[src/rtl/cpu_dbg_pkg.sv]
// cpu_dbg_pkg: shared encodings for the CPU run-control sequencer.
//   cmd_op_e    : debug harness command opcodes
//   dbg_state_e : run-control states, also driven out on state_o
package cpu_dbg_pkg;

    localparam int unsigned CMD_W   = 2;
    localparam int unsigned STATE_W = 2;

    typedef enum logic [CMD_W-1:0] {
        CMD_HALT = 2'b00,
        CMD_RUN  = 2'b01,
        CMD_STEP = 2'b10,
        CMD_CLR  = 2'b11
    } cmd_op_e;

    typedef enum logic [STATE_W-1:0] {
        ST_HALTED = 2'b00,
        ST_RUN    = 2'b01,
        ST_STEP   = 2'b10
    } dbg_state_e;

endpackage

[src/rtl/cpu_debug_ctrl_counter.sv]
// dbg_counter: free-running event counter with enable, synchronous clear and wrap.
//   clk, rst_n : clock, async active-low reset
//   en         : count one event this cycle
//   clr        : zero the counter (wins over en)
//   cnt_o      : registered count, wraps modulo 2^CNT_W
module dbg_counter #(
    parameter int unsigned CNT_W = 32
) (
    input  logic             clk,
    input  logic             rst_n,
    input  logic             en,
    input  logic             clr,
    output logic [CNT_W-1:0] cnt_o
);

    logic [CNT_W-1:0] cnt_q;
    logic [CNT_W-1:0] cnt_d;

    always_comb begin
        cnt_d = cnt_q;
        if (clr) begin
            cnt_d = '0;
        end else if (en) begin
            cnt_d = cnt_q + CNT_W'(1);
        end
    end

    always_ff @(posedge clk or negedge rst_n) begin
        if (!rst_n) begin
            cnt_q <= '0;
        end else begin
            cnt_q <= cnt_d;
        end
    end

    assign cnt_o = cnt_q;

endmodule

[src/rtl/cpu_debug_ctrl.sv]
// cpu_debug_ctrl: run-control sequencer for the RV32 core (free-run, halt,
// N-instruction single-step, breakpoint halt, retire/active-cycle counters).
//   cmd_valid/cmd_ready/cmd_op/cmd_arg : debug harness command port
//   dbg_abort                          : force HALTED, highest priority
//   bp_enable, breakpoint_fired        : breakpoint halt request from the core
//   instruction_retired                : retire strobe from the core
//   halt, state_o, bp_hit, step_done   : registered run-control status
//   steps_left, retire_cnt, active_cnt : registered counters
module cpu_debug_ctrl
    import cpu_dbg_pkg::*;
#(
    parameter int unsigned STEP_W       = 16,
    parameter int unsigned CNT_W        = 32,
    parameter bit          RESET_HALTED = 1'b1
) (
    input  logic              clk,
    input  logic              rst_n,
    input  logic              cmd_valid,
    output logic              cmd_ready,
    input  logic [CMD_W-1:0]  cmd_op,
    input  logic [STEP_W-1:0] cmd_arg,
    input  logic              dbg_abort,
    input  logic              bp_enable,
    input  logic              breakpoint_fired,
    input  logic              instruction_retired,
    output logic              halt,
    output logic [STATE_W-1:0] state_o,
    output logic              bp_hit,
    output logic              step_done,
    output logic [STEP_W-1:0] steps_left,
    output logic [CNT_W-1:0]  retire_cnt,
    output logic [CNT_W-1:0]  active_cnt
);

    localparam dbg_state_e RST_STATE = RESET_HALTED ? ST_HALTED : ST_RUN;

    dbg_state_e        state_q,      state_d;
    logic              halt_q;
    logic              bp_hit_q,     bp_hit_d;
    logic              step_done_q,  step_done_d;
    logic [STEP_W-1:0] steps_left_q, steps_left_d;

    logic retire_ok;
    logic bp_req;
    logic cmd_fire;
    logic step_last;
    logic cnt_clr;

    // A retire only counts while the core is actually running.
    assign retire_ok = instruction_retired && !halt_q;
    assign bp_req    = bp_enable && breakpoint_fired;
    assign cmd_ready = !dbg_abort && (state_q != ST_STEP);
    assign cmd_fire  = cmd_valid && cmd_ready;
    assign step_last = retire_ok && (steps_left_q == STEP_W'(1));

    // Next-state, step bookkeeping and counter clear.
    always_comb begin
        state_d      = state_q;
        bp_hit_d     = bp_hit_q;
        step_done_d  = 1'b0;
        steps_left_d = steps_left_q;
        cnt_clr      = 1'b0;

        if (dbg_abort) begin
            state_d      = ST_HALTED;
            steps_left_d = '0;
        end else if (state_q == ST_STEP) begin
            if (step_last) begin
                steps_left_d = '0;
                step_done_d  = 1'b1;
                state_d      = ST_HALTED;
            end else if (retire_ok && !bp_req) begin
                steps_left_d = steps_left_q - STEP_W'(1);
            end
            if (bp_req) begin
                state_d  = ST_HALTED;
                bp_hit_d = 1'b1;
            end
        end else if ((state_q == ST_RUN) && bp_req) begin
            // Breakpoint beats, and drops, any command accepted this cycle.
            state_d  = ST_HALTED;
            bp_hit_d = 1'b1;
        end else if (cmd_fire) begin
            case (cmd_op_e'(cmd_op))
                CMD_HALT: state_d = ST_HALTED;
                CMD_RUN: begin
                    state_d  = ST_RUN;
                    bp_hit_d = 1'b0;
                end
                CMD_STEP: begin
                    if (cmd_arg == '0) begin
                        step_done_d = 1'b1;
                    end else begin
                        steps_left_d = cmd_arg;
                        state_d      = ST_STEP;
                        bp_hit_d     = 1'b0;
                    end
                end
                CMD_CLR:  cnt_clr = 1'b1;
                default:  state_d = state_q;
            endcase
        end
    end

    always_ff @(posedge clk or negedge rst_n) begin
        if (!rst_n) begin
            state_q      <= RST_STATE;
            halt_q       <= RESET_HALTED;
            bp_hit_q     <= 1'b0;
            step_done_q  <= 1'b0;
            steps_left_q <= '0;
        end else begin
            state_q      <= state_d;
            halt_q       <= (state_d == ST_HALTED);
            bp_hit_q     <= bp_hit_d;
            step_done_q  <= step_done_d;
            steps_left_q <= steps_left_d;
        end
    end

    dbg_counter #(.CNT_W(CNT_W)) u_retire_cnt (
        .clk   (clk),
        .rst_n (rst_n),
        .en    (retire_ok),
        .clr   (cnt_clr),
        .cnt_o (retire_cnt)
    );

    dbg_counter #(.CNT_W(CNT_W)) u_active_cnt (
        .clk   (clk),
        .rst_n (rst_n),
        .en    (!halt_q),
        .clr   (cnt_clr),
        .cnt_o (active_cnt)
    );

    assign halt       = halt_q;
    assign state_o    = state_q;
    assign bp_hit     = bp_hit_q;
    assign step_done  = step_done_q;
    assign steps_left = steps_left_q;

endmodule
[config.mk]
export PLATFORM = sky130hd
export DESIGN_NAME = cpu_debug_ctrl
export DESIGN_NICKNAME = d
export VERILOG_FILES = /design/src/rtl/cpu_dbg_pkg.sv /design/src/rtl/cpu_debug_ctrl_counter.sv /design/src/rtl/cpu_debug_ctrl.sv
export SDC_FILE = /design/constraint.sdc
export NUM_CORES = 1
export LEC_CHECK = 0
export CAP_MARGIN = 10
export CORE_UTILIZATION = 50
export CTS_CLUSTER_SIZE = 16
export DETAILED_ROUTE_END_ITERATION = 16
export PLACE_DENSITY = 0.85
export SYNTH_ARGS = -nofsm -noshare
export SYNTH_HDL_FRONTEND = slang
export SYNTH_SLANG_ARGS = --single-unit
[constraint.sdc]
create_clock -name clk -period 2.2 [get_ports clk]
set_input_delay 0.44 -clock clk [delete_from_list [all_inputs] [get_ports clk]]
set_output_delay 0.44 -clock clk [all_outputs]
set_load 0.01 [all_outputs]
Word-level counts from Yosys, hierarchy flattened --
Cells that the tools add are included.
Operators by class: add/subtract/negate cells 3, eq/ne operators 13, muxes and demuxes 38, bitwise operators 1, reduce and logical (&&, ||, !) cells 20
Operators by type and width (count):
- $mux 16 | 8
- $mux 32 | 4
- $add 32x1->32 const B | 2
- $mux 1 | 17
- $eq 16x1->1 const B | 1
- $logic_not 16->1 | 1
- $sub 16x1->16 const B | 1
- $mux 2 | 7
- $reduce_and 5->1 | 2
- $reduce_bool 3->1 | 3
- $logic_and 1x1->1 | 7
- $eq 2x2->1 const B | 3
- $ne 3x3->1 const B | 2
- $pmux 2 s3 | 1
- $eq 2x1->1 const B | 2
- $logic_not 2->1 | 2
- $ne 2x2->1 const B | 2
- $ne 4x3->1 const B | 1
- $ne 4x4->1 const B | 1
- $reduce_bool 4->1 | 1
- $logic_not 1->1 | 3
- $ne 2x1->1 const B | 1
- $pmux 1 s2 | 1
- $reduce_bool 2->1 | 1
- $not 1->1 | 1
Word-level totals: flip-flop bits (word level) 85, input port bits 25, word-level logic and storage cells 82

Longest topological paths before layout --
Gate-level depths: netlist of run 1.
depth after elaboration 8, gate-level depth with buffers 8, depth with buffers taken out 7

Hierarchy --
A second synthesis of run 1 with hierarchy kept.
Second synthesis, totals: cell total of the unflattened synthesis 528, area total of the unflattened synthesis 4964.8 um^2
By module, submodules not included:
- dbg_counter | times used 2, cells an instance 176, area an instance 1680.4 um^2, sequential area each 800.8 um^2
- cpu_debug_ctrl | times used 1, cells an instance 176, area an instance 1604.0 um^2, sequential area each 526.8 um^2

Worst setup path after synthesis of run 1 --
Ideal clock, no wire load.
path kind register to register, start point register halt_q (netlist: halt), end point register u_retire_cnt.cnt_q[29] (netlist: u_retire_cnt.cnt_o[29]), arrival time 1.859 ns, data required time 2.122 ns, path slack 0.263 ns, cell stages (with the launch flop) 8, buffers on the path 2, path through dfstp_2 > buf_6 > and4b_1 > and4_1 > buf_4 > nand3_4 > or4_1 > a21oi_1
On the way: word-level cells in the longest chain between the ends 3
Ends and longest elaborated chain:
- start, declared | line cpu_debug_ctrl.sv:38 | logic halt_q;
- start signal, assigned | line cpu_debug_ctrl.sv:114 | halt_q <= (state_d == ST_HALTED);
- $logic_not 1->1
- $logic_and 1x1->1 | line cpu_debug_ctrl.sv:50 | assign retire_ok = instruction_retired && !halt_q;
- $reduce_bool 2->1 (no source line)
- end signal, assigned | line cpu_debug_ctrl_counter.sv:32 | cnt_q <= cnt_d;
- end, declared | line cpu_debug_ctrl_counter.sv:16 | logic [CNT_W-1:0] cnt_q;
Every way passes these cells. A chain may end at the register's enable or synchronous reset.

Final worst setup path of run 1 --
start point input port instruction_retired, end point register steps_left_q[9] (netlist: steps_left[9])
On the way: word-level cells in the longest chain between the ends 5
Ends and longest elaborated chain:
- start, declared | line cpu_debug_ctrl.sv:25 | input logic instruction_retired,
- $logic_and 1x1->1 (*) | line cpu_debug_ctrl.sv:50
- branches (longest 4 deep; another with $reduce_and 5->1)
- end signal, assigned | line cpu_debug_ctrl.sv:117 | steps_left_q <= steps_left_d;
- end, declared | line cpu_debug_ctrl.sv:41 | logic [STEP_W-1:0] steps_left_q, steps_left_d;
Mark *: on every way between the ends.

==> flow_summary.yaml, run 1 <==
setup_path:
  crit_path_max_fanout: 9
  crit_family: "simple AND/OR/NAND/NOR gates"
  crit_chain: "clkdlybuf4s50_1, nor2b_1, nand4_1, o211ai_1, buf_4, nand2_2, o2bb2ai_1"
  crit_arrival_ps: 2340
  endpoint_kind: "flip-flop"
  cp_num_buf_inv: 2
  start_kind: "primary input"
  critPathSlowestCell: "clkdlybuf4s50_1"
  cp.required_ps: 2440
  critPathKind: "in2reg"
  cpPeakStageDelay_ps: 480
synthesis:
  synth_most_common_cell: "dfrtp_1"
  synthTopCellsByArea: "dfrtp_1 45%, xnor2_1 5.6%, nor2_1 5.5%, xor2_1 5.1%, nand4_1 3.3%"
  syn_nets: 524
  ys_warn_count: 0
  async_flop_share_pct: 100
  synth_top_flop_cell: "dfrtp_1"
  synth_cells: 495
  synth_edf_count: 0
  synth.top_cell.area_share_pct: 44.9
  yosysTopAreaCell: "dfrtp_1"
  ys_ff_latch: 85
  ys_seq_area_share_pct: 45.5
  synth_area_per_cell_um2: 9.46
  mappedNetlistArea_mm2: 0.00468
  ys_top_cells_by_count: "84 x dfrtp_1, 69 x nor2_1, 32 x nand2_1"
  synthDistinctLibCells: 56
route:
  vias_per_cell: 5.96
  vias: 4526
  drt_wl_total_um: 13000
  drc: 0
  drtPass1Iterations: 4
  final_antenna_net_count: 0
  drt_iter0_drc: 267
  wire_per_inst_um: 17.1
cts:
  root_buffer: "clkbuf_8"
  ctsHoldBuffers: 0
  numCtsBuffers: 9
  insertion_delay_ps: 360
  postCtsSetupBuffers: 0
  clock-sinks: 85
  cts_tree: "built"
  clk_pin_slew_ps: 80
  ctsLongestPathBuffers: 2
  ctsHtreeMaxLevel: 3
global_route:
  grt_pass1_wl_um: 21200
  antenna_found_initial: 0
  grt_overflow_total: 0
  grtUsageTotal_pct: 27.3
  grt_max_degree: 49
  grt_pass1_vias: 4452
final_layout:
  final_layout_size_suffix_gt1_share_pct: 12.4
  fin_area_mm2: 0.00646
  nets: 675
  synthToLayoutAreaGrowth_pct: 37.9
  antennaDiodeCount: 0
sta:
  fin_crit_sh_pct: 95.4
  finalHoldViolations: 0
  worst_slack_ps: 101
  hold_ws_ps: 61.6
  maxSlewHeadroom_pct: 64.5
  setup_viol: 0
  layout_min_cycle_time_ps: 2100
  report.final.slew_viol_count: 0
  finalClockSkew_ps: 11.1
  rsz0062_at_grt: "false"
  worst_pin_slew_ps: 533
  max_freq_mhz: 476
status:
  outcome: "completed"
floorplanning:
  start_util_pct: 52.7
  dieArea_mm2: 0.00975
  fp-row-count: 34
  die_x_um: 98.8
  fp.dieH_um: 98.8
  core_area_mm2: 0.00889
  io_pins: 111
job:
  drv_cap: 0
placement:
  gp_congestion: 0.918
  hpwl_um: 9490
  io_buffers: 110
  placed_cell_area_mm2: 0.00624
  post-place-ws_ps: -206
power_and_ir_drop:
  power.clock.fraction_pct: 23.3
  p_int_uw: 3220
  switching_share_pct: 34.3
  seqPwrFrac_pct: 43.3
  p_sw_uw: 1680
  p_leak_uw: 0.00277
  ir_drop_mv: 0.634
  p_comb_share_pct: 33.4
  powerDensity_mw_per_mm2: 760
worst_hold_path:
  hold_path_class: "in2async"
[sequential cells by signal, indices dropped and copies added (netlist names)]
signal and flops:
u_retire_cnt.cnt_o 32, bp_hit 1, step_done 1, steps_left 16, halt 1, state_o 2, u_active_cnt.cnt_o 32
[stage by stage]
| step | utilization, % | total power, µW | std cells | setup TNS (ps) |
|---|---|---|---|---|
| 2_1_floorplan | - | 2850 | 495 | 0 |
| 4_1_cts | 72.4 | 4910 | 759 | 0 |
| 3_3_place_gp | 70.2 | 3710 | 743 | -1520 |
| 6_report | 72.6 | 4910 | 759 | 0 |
| 3_5_place_dp | 70.2 | 3760 | 743 | -2810 |
| 5_1_grt | 72.6 | 5140 | 759 | 0 |
[layout make-up]
type                       instances  area, µm²
clock buffer                      11        141
clock inverter                     5       57.6
fill                             614       2430
inverter                          15       56.3
multi-input combinational        373       2420
sequential                        85       2130
tap                              108        135
timing repair buffer             162       1520
[routing by layer]
layer  global-route usage, %  up-vias  share of wire [%]
li1                        -     2101                  -
met1                    36.4     2198                 43
met2                    42.3      188                 47
met3                    5.82       39                6.5
met4                    13.5        0                3.2
met5                       0        -                  0
[timing repair]
action / in CTS / in global routing
endpoints found under the setup margin: 1 / 2
pin swaps: 1 / 0
gates resized for setup: 1 / 4
[cells by family after synthesis]
logic type | Yosys count | share of synthesized area [%]
AO/OA/AOI/OAI | 74 | 11.5
buffers and inverters | 37 | 3.29
adder cells (fa/ha/maj) | 4 | 1.07
XOR/XNOR | 57 | 10.7
flip-flops | 85 | 45.5
multiplexers | 4 | 0.855
AND/OR/NAND/NOR | 234 | 27.2
[worst paths after layout]
| path | to | depth (start not counted) | slack [ps] | startpoint |
|---|---|---|---|---|
| setup / recovery | steps_left[9]$_DFFE_PN0P_ | 7 | 100 | instruction_retired |
| hold / removal | u_active_cnt.cnt_o[8]$_DFFE_PN0P_ | 1 | 60 | rst_n |
| setup reg to reg | steps_left[9]$_DFFE_PN0P_ | 6 | 150 | steps_left[6]$_DFFE_PN0P_ |
| hold reg to reg | bp_hit$_DFFE_PN0P_ | 2 | 530 | bp_hit$_DFFE_PN0P_ |
| max in group asynchronous | u_retire_cnt.cnt_o[27]$_DFFE_PN0P_ | 2 | 1510 | rst_n |
| min in group clk | bp_hit$_DFFE_PN0P_ | 2 | 530 | bp_hit$_DFFE_PN0P_ |
[power groups by stage]
stage	combinational, µW	sequential [µW]	clock (µW)
floorplan	680	2170	0
global placement	1590	2130	0
detailed placement	1620	2140	0
CTS	1640	2120	1150
global route	1770	2160	1220
finish	1640	2130	1140
[worst reg2reg max path, stage by stage, from the launching register on]
cell and delay [ps]:
dfrtp_1 500, nor4_2 340, nand3_1 200, o211ai_1 360
buf_4 200, nand2_2 160, o2bb2ai_1 170
[cells in the final DEF (no fill, tap or decap), types with 2 or more instances in the layout]
| cell | n |
|---|---|
| clkdlybuf4s50_1 | 108 |
| dfrtp_1 | 83 |
| nor2_1 | 68 |
| buf_4 | 51 |
| nand2_1 | 32 |
| xnor2_1 | 30 |
| xor2_1 | 27 |
| nand4_1 | 25 |
| nand3_1 | 16 |
| inv_1 | 15 |
| nor3_1 | 15 |
| o2bb2ai_1 | 13 |
| nor4_1 | 12 |
| and3_1 | 12 |
| a21oi_1 | 12 |
| o211ai_1 | 10 |
| clkbuf_8 | 10 |
| a22oi_1 | 9 |
| and4_1 | 9 |
| and2_1 | 7 |
| o21ai_0 | 6 |
| nor2b_1 | 5 |
| o31ai_1 | 5 |
| or4_1 | 5 |
| nand4b_1 | 4 |
| or3_1 | 4 |
| mux2i_1 | 4 |
| ha_1 | 4 |
| a32oi_1 | 3 |
| o21bai_1 | 2 |
| a22o_1 | 2 |
| and3b_1 | 2 |
| a31oi_1 | 2 |
| and4b_1 | 2 |
| or2_1 | 2 |
| a2bb2oi_1 | 2 |
| clkinv_2 | 2 |
| buf_12 | 2 |
Note: power is estimated with default switching activity, not from simulation.
==> run 2, diff against run 1 <==
--- a/config.mk
+++ b/config.mk
@@ -5,7 +5,8 @@
 export SDC_FILE = /design/constraint.sdc
 export NUM_CORES = 1
 export LEC_CHECK = 0
-export CAP_MARGIN = 10
+export CAP_MARGIN = 20
+export CORE_MARGIN = 5
 export CORE_UTILIZATION = 50
 export CTS_CLUSTER_SIZE = 16
 export DETAILED_ROUTE_END_ITERATION = 16
==> run 2 against run 1 <==
  * Core utilization decreased by 1.7 points
  * Worst hold slack better by 430 ps
  * Maximum frequency is 0.84% higher
  * Combinational power about the same
  * Largest cell class unchanged
  * Highest routed layer unchanged
==> flow_summary.yaml, run 2 (synthesized netlist as in run 1, its figures left out) <==
setup_path:
  timing.rr.end: "u_retire_cnt.cnt_o[30]$_DFFE_PN0P_"
  start_kind: "primary input"
  r2r_slack_ps: 180
  cpPeakStageDelay_ps: 450
  endpoint_kind: "flip-flop"
  critPathSlowestCell: "clkdlybuf4s50_1"
  r2r_cells: 6
  startpoint: "cmd_arg[0]"
  crit_chain: "clkdlybuf4s50_1, nor4_2, nand4_1, a311o_1, nand3_1, buf_12, o2bb2ai_1"
  crit_arrival_ps: 2310
  cp.required_ps: 2430
  crit_end: "steps_left[7]$_DFFE_PN0P_"
  reg2reg_from: "u_retire_cnt.cnt_o[9]$_DFFE_PN0P_"
  critPathKind: "in2reg"
  crit_path_max_fanout: 11
cts:
  cts_tree: "built"
  ctsHtreeMaxLevel: 3
  insertion_delay_ps: 350
  clk_pin_slew_ps: 90
  root_buffer: "clkbuf_8"
  numCtsBuffers: 9
  clock-sinks: 85
  ctsLongestPathBuffers: 2
floorplanning:
  fp.dieH_um: 107
  start_util_pct: 50.9
  dieArea_mm2: 0.0114
  core_area_mm2: 0.00920
  io_pins: 111
  die_x_um: 107
  fp-row-count: 35
sta:
  finalClockSkew_ps: 14.5
  fin_crit_sh_pct: 94.6
  layout_min_cycle_time_ps: 2080
  worst_pin_slew_ps: 469
  finalHoldViolations: 0
  setup_viol: 0
  max_freq_mhz: 480
  maxSlewHeadroom_pct: 68.5
  rsz0062_at_grt: "false"
  tns_ps: 0
  hold_ws_ps: 496
  report.final.slew_viol_count: 0
power_and_ir_drop:
  p_leak_uw: 0.00277
  ir_drop_mv: 0.448
  powerDensity_mw_per_mm2: 757
global_route:
  grt_max_degree: 45
  grtUsageTotal_pct: 25.0
  grt_pass1_wl_um: 23200
  grt_pass1_vias: 4779
  grt_overflow_total: 0
  antenna_found_initial: 0
final_layout:
  utilization_pct: 70.9
  synthToLayoutAreaGrowth_pct: 39.3
  final_cell_mix: "108 x clkdlybuf4s50_1, 84 x dfrtp_1, 69 x nor2_1"
  final_layout_size_suffix_gt1_share_pct: 12.8
  layout_commonest_cell: "clkdlybuf4s50_1"
  antennaDiodeCount: 0
  n_fill_cell: 696
  nets: 681
route:
  drt_wl_total_um: 13800
  vias_per_cell: 6.04
  drc: 0
  drt_iter0_drc: 252
  vias: 4642
  drtPass1Iterations: 5
  final_antenna_net_count: 0
  wire_per_inst_um: 18.0
placement:
  io_buffers: 110
  hpwl_um: 10300
  gp_congestion: 0.936
job:
  drv_cap: 0
worst_hold_path:
  hold_path_class: "in2async"
status:
  outcome: "completed"
[run 2: worst min path at each step]
stage | startpoint | end | slack, ps | cells past startpoint
finish | rst_n | u_active_cnt.cnt_o[30]$_DFFE_PN0P_ | 500 | 2
global route | rst_n | u_active_cnt.cnt_o[14]$_DFFE_PN0P_ | 490 | 2
CTS | rst_n | u_active_cnt.cnt_o[26]$_DFFE_PN0P_ | 490 | 2
detailed placement | rst_n | u_active_cnt.cnt_o[14]$_DFFE_PN0P_ | 340 | 1
global placement | rst_n | u_active_cnt.cnt_o[14]$_DFFE_PN0P_ | 330 | 1
floorplan | rst_n | bp_hit$_DFFE_PN0P_ | 140 | 0
[run 2: repair_timing]
action,CTS,global route
resized for setup,1,1
endpoints found under the setup margin,1,16
setup buffers,0,1
endpoints found under the hold margin,17,0
hold buffers,1,0
pin swaps,0,1
[run 2: stage by stage]
| stage | worst slack [ps] | area (µm²) | cells | power (µW) |
|---|---|---|---|---|
| finish | 118 | 6520 | 768 | 4940 |
| floorplan | 263 | 4680 | 495 | 2850 |
| CTS | 77.7 | 6510 | 767 | 4940 |
| global route | 12.0 | 6520 | 768 | 5200 |
| global placement | -168 | 6300 | 750 | 3730 |
| detailed placement | -308 | 6300 | 750 | 3800 |
[run 2: cell type report]
class,instances,area (µm²),share of cell area (%)
clock inverter,5,58.8,0.902
clock buffer,11,141,2.17
multi-input combinational,373,2410,37.0
tap,111,139,2.13
timing repair buffer,168,1590,24.3
inverter,15,56.3,0.863
sequential,85,2130,32.6
[run 2: power breakdown]
| group | internal, µW | switching, µW |
|---|---|---|
| clock network | 559 | 578 |
| registers | 1790 | 338 |
| logic | 886 | 788 |
[run 2: per-layer routing]
| layer | GRT usage [%] | vias to the layer above | part of all wire [%] |
|---|---|---|---|
| met5 | 0 | - | 0 |
| met4 | 9.59 | 0 | 2.0 |
| met3 | 5.36 | 31 | 6.7 |
| met2 | 41.9 | 225 | 50 |
| met1 | 31.7 | 2283 | 41 |
| li1 | - | 2103 | - |
[run 2: worst max-delay path: cells and delay by family]
kind | cells | cell delay, ps
compound gates | 2 | 520
simple gates | 3 | 760
buf+inv | 2 | 600
